[config.mk]
export PLATFORM = sky130hd
export DESIGN_NAME = io_wr_arbiter
export DESIGN_NICKNAME = d
export VERILOG_FILES = /design/src/rtl/io_wr_arbiter.sv
export SDC_FILE = /design/constraint.sdc
export NUM_CORES = 1
export LEC_CHECK = 0
export BUFFER_PORTS_ARGS = -buffer_cell sky130_fd_sc_hd__buf_4
export CORE_ASPECT_RATIO = 0.6
export CORE_MARGIN = 4
export CORE_UTILIZATION = 40
export CTS_CLUSTER_DIAMETER = 50
export DETAILED_ROUTE_END_ITERATION = 10
export MAX_ROUTING_LAYER = met4
export PLACE_DENSITY = 0.82
export SLEW_MARGIN = 30
export SYNTH_ARGS = -nofsm -noshare
export SYNTH_HDL_FRONTEND = slang
export SYNTH_SLANG_ARGS = --single-unit
export TNS_END_PERCENT = 5
[constraint.sdc]
create_clock -name clk -period 3.6 [get_ports clk]
set_clock_uncertainty 0.2 [all_clocks]
set_input_delay 0.54 -clock clk [delete_from_list [all_inputs] [get_ports clk]]
set_output_delay 0.54 -clock clk [all_outputs]
set_load 0.01 [all_outputs]
[src/rtl/io_wr_arbiter.sv]
//------------------------------------------------------------------------------
// io_wr_arbiter
// Two-requester arbiter and two-cycle write sequencer for the shared
// peripheral output bus (addr / out_data / wr_strobe).
// Optional macro IO_WR_ARB_FIXED_PRIO_EN: requester 0 wins every tie and the
// round-robin pointer is removed. Undefined (default): round-robin.
// Revision: 1.0 - initial release
//------------------------------------------------------------------------------
`default_nettype none

module io_wr_arbiter #(
   parameter int ADDR_W = 8,
   parameter int DATA_W = 8
) (
   input  logic              clk,
   input  logic              rst,
   input  logic              req0,
   input  logic [ADDR_W-1:0] addr0,
   input  logic [DATA_W-1:0] data0,
   output logic              ack0,
   input  logic              req1,
   input  logic [ADDR_W-1:0] addr1,
   input  logic [DATA_W-1:0] data1,
   output logic              ack1,
   output logic [ADDR_W-1:0] addr,
   output logic [DATA_W-1:0] out_data,
   output logic              wr_strobe,
   output logic              busy,
   output logic              gnt_id
);

   typedef enum logic [1:0] {
      IDLE   = 2'd0,
      SETUP  = 2'd1,
      STROBE = 2'd2
   } state_t;

   state_t            state_q;
   logic [ADDR_W-1:0] addr_q;
   logic [DATA_W-1:0] data_q;
   logic              wr_strobe_q;
   logic              ack0_q;
   logic              ack1_q;
   logic              busy_q;
   logic              gnt_id_q;

   // Combinational arbitration results, consumed at the IDLE and STROBE edges
   logic              elig0_d;
   logic              elig1_d;
   logic              any_d;
   logic              tie_d;
   logic              win_d;
   logic [ADDR_W-1:0] win_addr_d;
   logic [DATA_W-1:0] win_data_d;

`ifdef IO_WR_ARB_FIXED_PRIO_EN
   assign tie_d = 1'b0;
`else
   // Last-winner pointer: the other requester wins the next tie
   logic last_q;
   assign tie_d = ~last_q;
`endif

   // Arbitrate, masking the just-served requester whose req is still high at the STROBE edge
   always_comb begin
      elig0_d = req0 && !((state_q == STROBE) && (gnt_id_q == 1'b0));
      elig1_d = req1 && !((state_q == STROBE) && (gnt_id_q == 1'b1));
      any_d   = elig0_d | elig1_d;
      if (elig0_d && elig1_d) begin
         win_d = tie_d;
      end else begin
         win_d = elig1_d;
      end
      win_addr_d = win_d ? addr1 : addr0;
      win_data_d = win_d ? data1 : data0;
   end

   // Write-cycle FSM; every bus output is a register written here
   always_ff @(posedge clk or posedge rst) begin
      if (rst) begin
         state_q     <= IDLE;
         addr_q      <= '0;
         data_q      <= '0;
         wr_strobe_q <= 1'b0;
         ack0_q      <= 1'b0;
         ack1_q      <= 1'b0;
         busy_q      <= 1'b0;
         gnt_id_q    <= 1'b0;
`ifndef IO_WR_ARB_FIXED_PRIO_EN
         last_q      <= 1'b1;
`endif
      end else begin
         case (state_q)
            IDLE: begin
               if (any_d) begin
                  state_q  <= SETUP;
                  addr_q   <= win_addr_d;
                  data_q   <= win_data_d;
                  gnt_id_q <= win_d;
                  busy_q   <= 1'b1;
`ifndef IO_WR_ARB_FIXED_PRIO_EN
                  last_q   <= win_d;
`endif
               end
            end
            SETUP: begin
               // Grant is never withdrawn: strobe regardless of req
               state_q     <= STROBE;
               wr_strobe_q <= 1'b1;
               ack0_q      <= ~gnt_id_q;
               ack1_q      <= gnt_id_q;
            end
            STROBE: begin
               wr_strobe_q <= 1'b0;
               ack0_q      <= 1'b0;
               ack1_q      <= 1'b0;
               if (any_d) begin
                  // Back-to-back grant to the other requester
                  state_q  <= SETUP;
                  addr_q   <= win_addr_d;
                  data_q   <= win_data_d;
                  gnt_id_q <= win_d;
                  busy_q   <= 1'b1;
`ifndef IO_WR_ARB_FIXED_PRIO_EN
                  last_q   <= win_d;
`endif
               end else begin
                  state_q <= IDLE;
                  busy_q  <= 1'b0;
               end
            end
            default: begin
               state_q     <= IDLE;
               wr_strobe_q <= 1'b0;
               ack0_q      <= 1'b0;
               ack1_q      <= 1'b0;
               busy_q      <= 1'b0;
            end
         endcase
      end
   end

   assign addr      = addr_q;
   assign out_data  = data_q;
   assign wr_strobe = wr_strobe_q;
   assign ack0      = ack0_q;
   assign ack1      = ack1_q;
   assign busy      = busy_q;
   assign gnt_id    = gnt_id_q;

endmodule

`default_nettype wire

==> impl_metrics.py, run 1 <==
metrics = {
    "outcome": {
        "run_status": "completed",
    },
    "worst_setup_path": {
        "worstPathMaxFanout": 12,
        "start_kind": "flip-flop",
        "required_ns": 3.55,
        "cp.arrival_ns": 2.29,
        "crit_start": "state_q[1]$_DFFE_PP0P_",
        "worst_setup_path_end_kind": "flip-flop",
        "path_class": "reg2reg",
        "timing.rr.start": "state_q[1]$_DFFE_PP0P_",
    },
    "worst_hold_path": {
        "min_path_type": "in2async",
    },
    "clocking": {
        "cts_hold_buf": 0,
        "clock_sinks": 24,
        "cts.path.max_buffers": 2,
        "cts_setup_buffers": 0,
        "clkTransAtPathRegs_ns": 0.09,
        "cts_resized": 0,
        "cts_root_buf": "clkbuf_8",
        "insertion_delay_ns": 0.27,
        "cts_tree": "yes",
        "cts_inserted_buffers": 3,
        "h-tree-depth": 1,
    },
    "timing": {
        "holdWs_ns": 0.0947,
        "fmax_ghz": 0.427,
        "finalCriticalPeriod_ns": 2.34,
        "hold_violations": 0,
        "worstMarginPinSlew_ns": 0.553,
        "setup-violations-final": 0,
        "max_slew_margin_pct": 63.1,
        "setup_ws_ns": 1.26,
        "rsz0062_at_grt": "false",
        "drv_slew": 0,
        "period_share_pct": 65.0,
        "fin_setup_tns_ns": 0,
    },
    "synth": {
        "syn_nets": 118,
        "synth-compound-area-share_pct": 4.92,
        "yosys_warnings": 0,
        "netlist_area_um2": 1220,
        "synth_simple_gate_area_share_pct": 4.30,
        "avgSynthCellArea_um2": 14.9,
        "synth-xor-area-share_pct": 0,
        "synth_fa_ha_area_share_pct": 0,
        "synth.distinct_cells": 19,
        "ys_seq_area_share_pct": 49.3,
        "ys_ff_latch": 24,
        "synthMuxAreaShare_pct": 36.1,
        "synth_top_family_by_area": "multiplexers",
        "synthCells": 82,
    },
    "global_route": {
        "overflow": 0,
        "grtUsageTotal_pct": 14.4,
        "grt_pass1_wl_um": 4280,
        "grt_antenna_before_repair": 0,
        "grt_pass1_vias": 907,
        "grt_max_degree": 25,
    },
    "floorplanning": {
        "core_area_um2": 2890,
        "start_util_pct": 42.3,
        "io_pins": 57,
        "die_w_um": 79.3,
        "fp-row-count": 15,
        "die_h_um": 50.8,
        "die_area_um2": 4030,
    },
    "routing": {
        "wl_per_cell_um": 14.5,
        "routed_via_density": 4.61,
        "drc": 0,
        "num_vias": 839,
        "detail-route-antenna-nets": 0,
        "drt-pass1-iter-count": 4,
        "drt_wl_total_um": 2630,
        "drt_iter0_markers": 44,
    },
    "final_layout": {
        "syn2layout_area_growth_pct": 42.4,
        "drive_above_1_share_pct": 71.4,
        "design.final.nets": 177,
        "antenna_cells": 0,
        "instances_no_fill": 182,
    },
    "power": {
        "power_density_nw_per_um2": 790,
        "finalPower_mw": 1.37,
        "total_leakage_power_nw": 0.860,
        "vdd_drop_max_mv": 0.432,
    },
    "placement": {
        "portBuffers": 56,
        "place_congestion": 0.762,
        "dp_worst_setup_slack_ns": 0.960,
        "placed_cells": 177,
    },
    "run": {
        "cap_violations": 0,
    },
}
-- cells in the mapped netlist --
cell      instances  share of area, %
nand2b_1          1              0.51
nand3b_2          1              0.92
nor2b_4           1               1.1
mux2i_1           2               1.6
a21o_1            1              0.61
dfrtp_1          23                47
buf_6             2               1.8
a21oi_1           1              0.41
buf_8             1               1.2
a311oi_1          1              0.72
mux2_4           16                20
inv_1             5               1.5
o311ai_4          1               2.2
nor2_1            4               1.2
buf_2             2              0.82
dfstp_2           1               2.2
o22ai_1           2               1.0
mux2_2           16                15
nor2b_1           1              0.51
-- layout make-up --
cell class	instances	area [um2]
Multi-Input combinational cell	48	571
Timing Repair Buffer	59	450
Sequential cell	24	602
Clock buffer	4	45.0
Inverter	5	18.8
Fill cell	240	1150
Tap cell	42	52.6
-- final timing paths --
| path | end | cells after the start | slack [ns] |
|---|---|---|---|
| min reg2reg | busy$_DFFE_PP0P_ | 1 | 0.29 |
| min in group clk | busy$_DFFE_PP0P_ | 1 | 0.29 |
| min | out_data[2]$_DFFE_PP0P_ | 2 | 0.09 |
| max | addr[4]$_DFFE_PP0P_ | 5 | 1.26 |
| max in group asynchronous | last_q$_DFFE_PP1P_ | 2 | 2.74 |
| max reg2reg | addr[4]$_DFFE_PP0P_ | 5 | 1.26 |
-- cells by family (layout without fill, tap and decap cells) --
logic type,Yosys count,after routing
flops,24,24
mux,34,34
compound gates,6,6
simple gates,8,8
buf+inv,10,68
-- critical path: stages, from the launching register on --
cell and delay [ns]:
dfrtp_1 0.51, nor2b_4 0.19, o311ai_4 0.49, buf_8 0.23, mux2_2 0.34, mux2_2 0.26
-- placed cells by master, fill, tap and decap left out, types with 2 or more instances in the layout --
master / netlist / final
buf_4: 0 / 58
mux2i_1: 2 / 2
o22ai_1: 2 / 2
inv_1: 5 / 4
mux2_2: 16 / 16
mux2_4: 16 / 16
dfrtp_1: 23 / 23
clkbuf_8: 0 / 3
nor2_1: 4 / 4
-- metal layers --
| metal | track usage, % | vias up | routed length [um] |
|---|---|---|---|
| met2 | 23.5 | 25 | 1340 |
| met1 | 17.9 | 413 | 1140 |
| li1 | - | 399 | - |
| met5 | - | - | 0 |
| met3 | 5.02 | 2 | 146 |
| met4 | 1.71 | 0 | 11 |
-- flip-flops by register name, indices dropped and copies added (netlist names) --
signal	count
addr	8
ack1	1
out_data	8
ack0	1
wr_strobe	1
last_q	1
state_q	2
busy	1
gnt_id	1
-- power by group --
| part | leakage, nW | total [mW] | internal [mW] | switching [mW] |
|---|---|---|---|---|
| clock network | 0.0228 | 0.162 | 0.0790 | 0.0827 |
| logic | 0.555 | 0.690 | 0.428 | 0.262 |
| registers | 0.282 | 0.523 | 0.409 | 0.114 |
| total | 0.860 | 1.37 | 0.916 | 0.458 |
-- per-stage QoR --
| stage | utilization [%] | instance area, um2 |
|---|---|---|
| floorplan | - | 1220 |
| global placement | 58.1 | 1680 |
| detailed placement | 58.1 | 1680 |
| CTS | 59.7 | 1720 |
| global route | 60.2 | 1740 |
| finish | 60.2 | 1740 |
Power figures use the tool's default switching activity.
==> run 2: changes to the inputs <==
- ABC_AREA: unset -> 1
- PLACE_DENSITY: 0.82 -> 0.85
- clock period: 3.6 -> 2.07 ns (I/O delays scaled with it)
==> impl_metrics.py, run 2 <==
metrics = {
    "outcome": {
        "run_status": "completed",
    },
    "floorplanning": {
        "core_area_um2": 2930,
        "fp-row-count": 15,
        "start_util_pct": 42.8,
        "io_pins": 57,
        "die_w_um": 80.2,
        "die_area_um2": 4120,
        "die_h_um": 51.3,
    },
    "final_layout": {
        "final_common_cell": "buf_4",
        "drive_above_1_share_pct": 32.9,
        "final.fill_count": 274,
        "antenna_cells": 0,
        "instances_no_fill": 270,
        "syn2layout_area_growth_pct": 42.2,
        "design.final.nets": 265,
        "post-route-cell-area_um2": 1780,
        "layout_common_cells": "buf_4, nand2_1, inv_1",
    },
    "clocking": {
        "cts_inserted_buffers": 3,
        "cts_setup_buffers": 0,
        "clkTransAtPathRegs_ns": 0.08,
        "h-tree-depth": 1,
        "insertion_delay_ns": 0.26,
        "cts.path.max_buffers": 2,
        "cts_root_buf": "clkbuf_8",
        "cts_tree": "yes",
        "clock_sinks": 24,
    },
    "worst_setup_path": {
        "start_kind": "flip-flop",
        "reg2reg_depth": 7,
        "worst_setup_path_end_kind": "flip-flop",
        "worstPathMaxFanout": 16,
        "cp.arrival_ns": 1.58,
        "r2r_end": "addr[5]$_DFFE_PP0P_",
        "required_ns": 2.03,
        "timing.rr.start": "state_q[0]$_DFFE_PP0P_",
        "path_class": "reg2reg",
        "reg2reg_slack_ns": 0.45,
    },
    "timing": {
        "setup-violations-final": 0,
        "fmax_ghz": 0.617,
        "fin_setup_tns_ns": 0,
        "max_slew_margin_pct": 75.6,
        "hold_violations": 0,
        "finalCriticalPeriod_ns": 1.62,
        "drv_slew": 0,
        "worstMarginPinSlew_ns": 0.365,
        "rsz0062_at_grt": "false",
        "period_share_pct": 78.3,
        "setup_ws_ns": 0.449,
    },
    "worst_hold_path": {
        "holdCritStartpoint": "addr0[1]",
        "min_path_type": "in2reg",
        "hold_end": "addr[1]$_DFFE_PP0P_",
        "whs_path_depth": 5,
    },
    "placement": {
        "dp_worst_setup_slack_ns": 0.484,
        "placed_area_um2": 1720,
        "dp_hpwl_um": 2450,
        "portBuffers": 56,
        "place_congestion": 0.804,
        "placed_cells": 265,
    },
    "synth": {
        "netlist_area_um2": 1250,
        "yosysMostFrequentCell": "nand2_1",
        "yosys-top-cells-area": "dfrtp_1, nand2_1, nand3_1, inv_1, nand3_2",
        "synth_top_cells_by_count": "nand2_1, inv_1, nand3_1, dfrtp_1",
        "syn_nets": 204,
        "ys_ff_latch": 24,
        "synthFlopType": "dfrtp_1",
        "avgSynthCellArea_um2": 7.46,
        "synthCells": 168,
        "synth.distinct_cells": 15,
        "yosysTopAreaCell": "dfrtp_1",
        "yosys_warnings": 0,
        "ys_seq_area_share_pct": 48.1,
        "synth_edf_count": 0,
        "synth_top_area_share_pct": 46.0,
        "async_flop_share_pct": 100,
    },
    "routing": {
        "drt_wl_total_um": 3060,
        "num_vias": 1229,
        "routed_via_density": 4.55,
        "drt-pass1-iter-count": 4,
        "detail-route-antenna-nets": 0,
        "drc": 0,
        "wl_per_cell_um": 11.3,
        "drt_iter0_markers": 57,
    },
    "power": {
        "total_leakage_power_nw": 1.06,
        "finalPower_mw": 2.21,
        "vdd_drop_max_mv": 0.466,
        "power_density_nw_per_um2": 1240,
    },
    "global_route": {
        "grtUsageTotal_pct": 16.4,
        "overflow": 0,
        "grt_pass1_vias": 1191,
        "grt_antenna_before_repair": 0,
        "use_met3_pct": 5.81,
        "met2_usage_pct": 25.4,
        "grt_busiest_layer": "met2",
        "met1_usage_pct": 21.2,
        "grt_pass1_wl_um": 5040,
        "grt_max_degree": 19,
    },
    "run": {
        "cap_violations": 0,
    },
}
==> run 2: timing repair <==
action,4_1_cts,5_1_grt
hold endpoints to repair,9,0
endpoints found under the setup margin,0,0
hold buffers,1,0
resized for setup,0,0
==> run 2: cell type report <==
class | instances | area (um2) | area share [%]
multi-input cells | 100 | 462 | 25.9
repair buffers | 61 | 460 | 25.9
well taps | 42 | 52.6 | 2.95
flip-flops and latches | 24 | 602 | 33.8
inverters | 39 | 149 | 8.36
clock buffers | 4 | 55.1 | 3.09
==> run 2: cells by family (layout without fill, tap and decap cells) <==
group / after synthesis / after routing / synth area share (%)
and+or+nand+nor: 96 / 96 / 34.4
DFF: 24 / 24 / 48.1
buffers and inverters: 44 / 104 / 15.1
AOI/OAI and AO/OA: 4 / 4 / 2.50
==> run 2: report_power, final <==
group | leakage [nW] | switching (mW) | internal (mW) | total, mW
Clock | 0.0288 | 0.144 | 0.170 | 0.314
Sequential | 0.288 | 0.149 | 0.706 | 0.854
Combinational | 0.747 | 0.565 | 0.481 | 1.05
Total | 1.06 | 0.858 | 1.36 | 2.21
==> run 2: worst max path at each step <==
| stage | startpoint | to | slack (ns) | cells past startpoint |
|---|---|---|---|---|
| 2_1_floorplan | gnt_id$_DFFE_PP0P_ | addr[7]$_DFFE_PP0P_ | 0.55 | 8 |
| 3_3_place_gp | state_q[0]$_DFFE_PP0P_ | gnt_id$_DFFE_PP0P_ | 0.54 | 6 |
| 3_5_place_dp | state_q[0]$_DFFE_PP0P_ | addr[5]$_DFFE_PP0P_ | 0.48 | 7 |
| 4_1_cts | state_q[0]$_DFFE_PP0P_ | addr[5]$_DFFE_PP0P_ | 0.48 | 7 |
| 5_1_grt | gnt_id$_DFFE_PP0P_ | out_data[1]$_DFFE_PP0P_ | 0.34 | 7 |
| 6_report | state_q[0]$_DFFE_PP0P_ | addr[5]$_DFFE_PP0P_ | 0.45 | 7 |
==> run 2: layer usage <==
layer / share of wire [%] / vias to the layer above
met5: 0 / -
met4: 0.29 / 0
met3: 11 / 2
met2: 43 / 59
met1: 46 / 544
li1: - / 624
==> run 2: stage by stage <==
stage,util (%),hold slack (ns)
2_1_floorplan,-,0.124
3_3_place_gp,58.6,0.113
3_5_place_dp,58.6,0.122
4_1_cts,60.8,0.132
5_1_grt,60.8,0.147
6_report,60.8,0.133
==> run 2: worst max-delay path: stages, from the launching register on <==
cell	delay, ns
dfrtp_1	0.41
inv_2	0.09
nand3_2	0.10
nand3_2	0.17
nand2_2	0.30
nand2_1	0.10
nand3_1	0.09
nand2_1	0.05
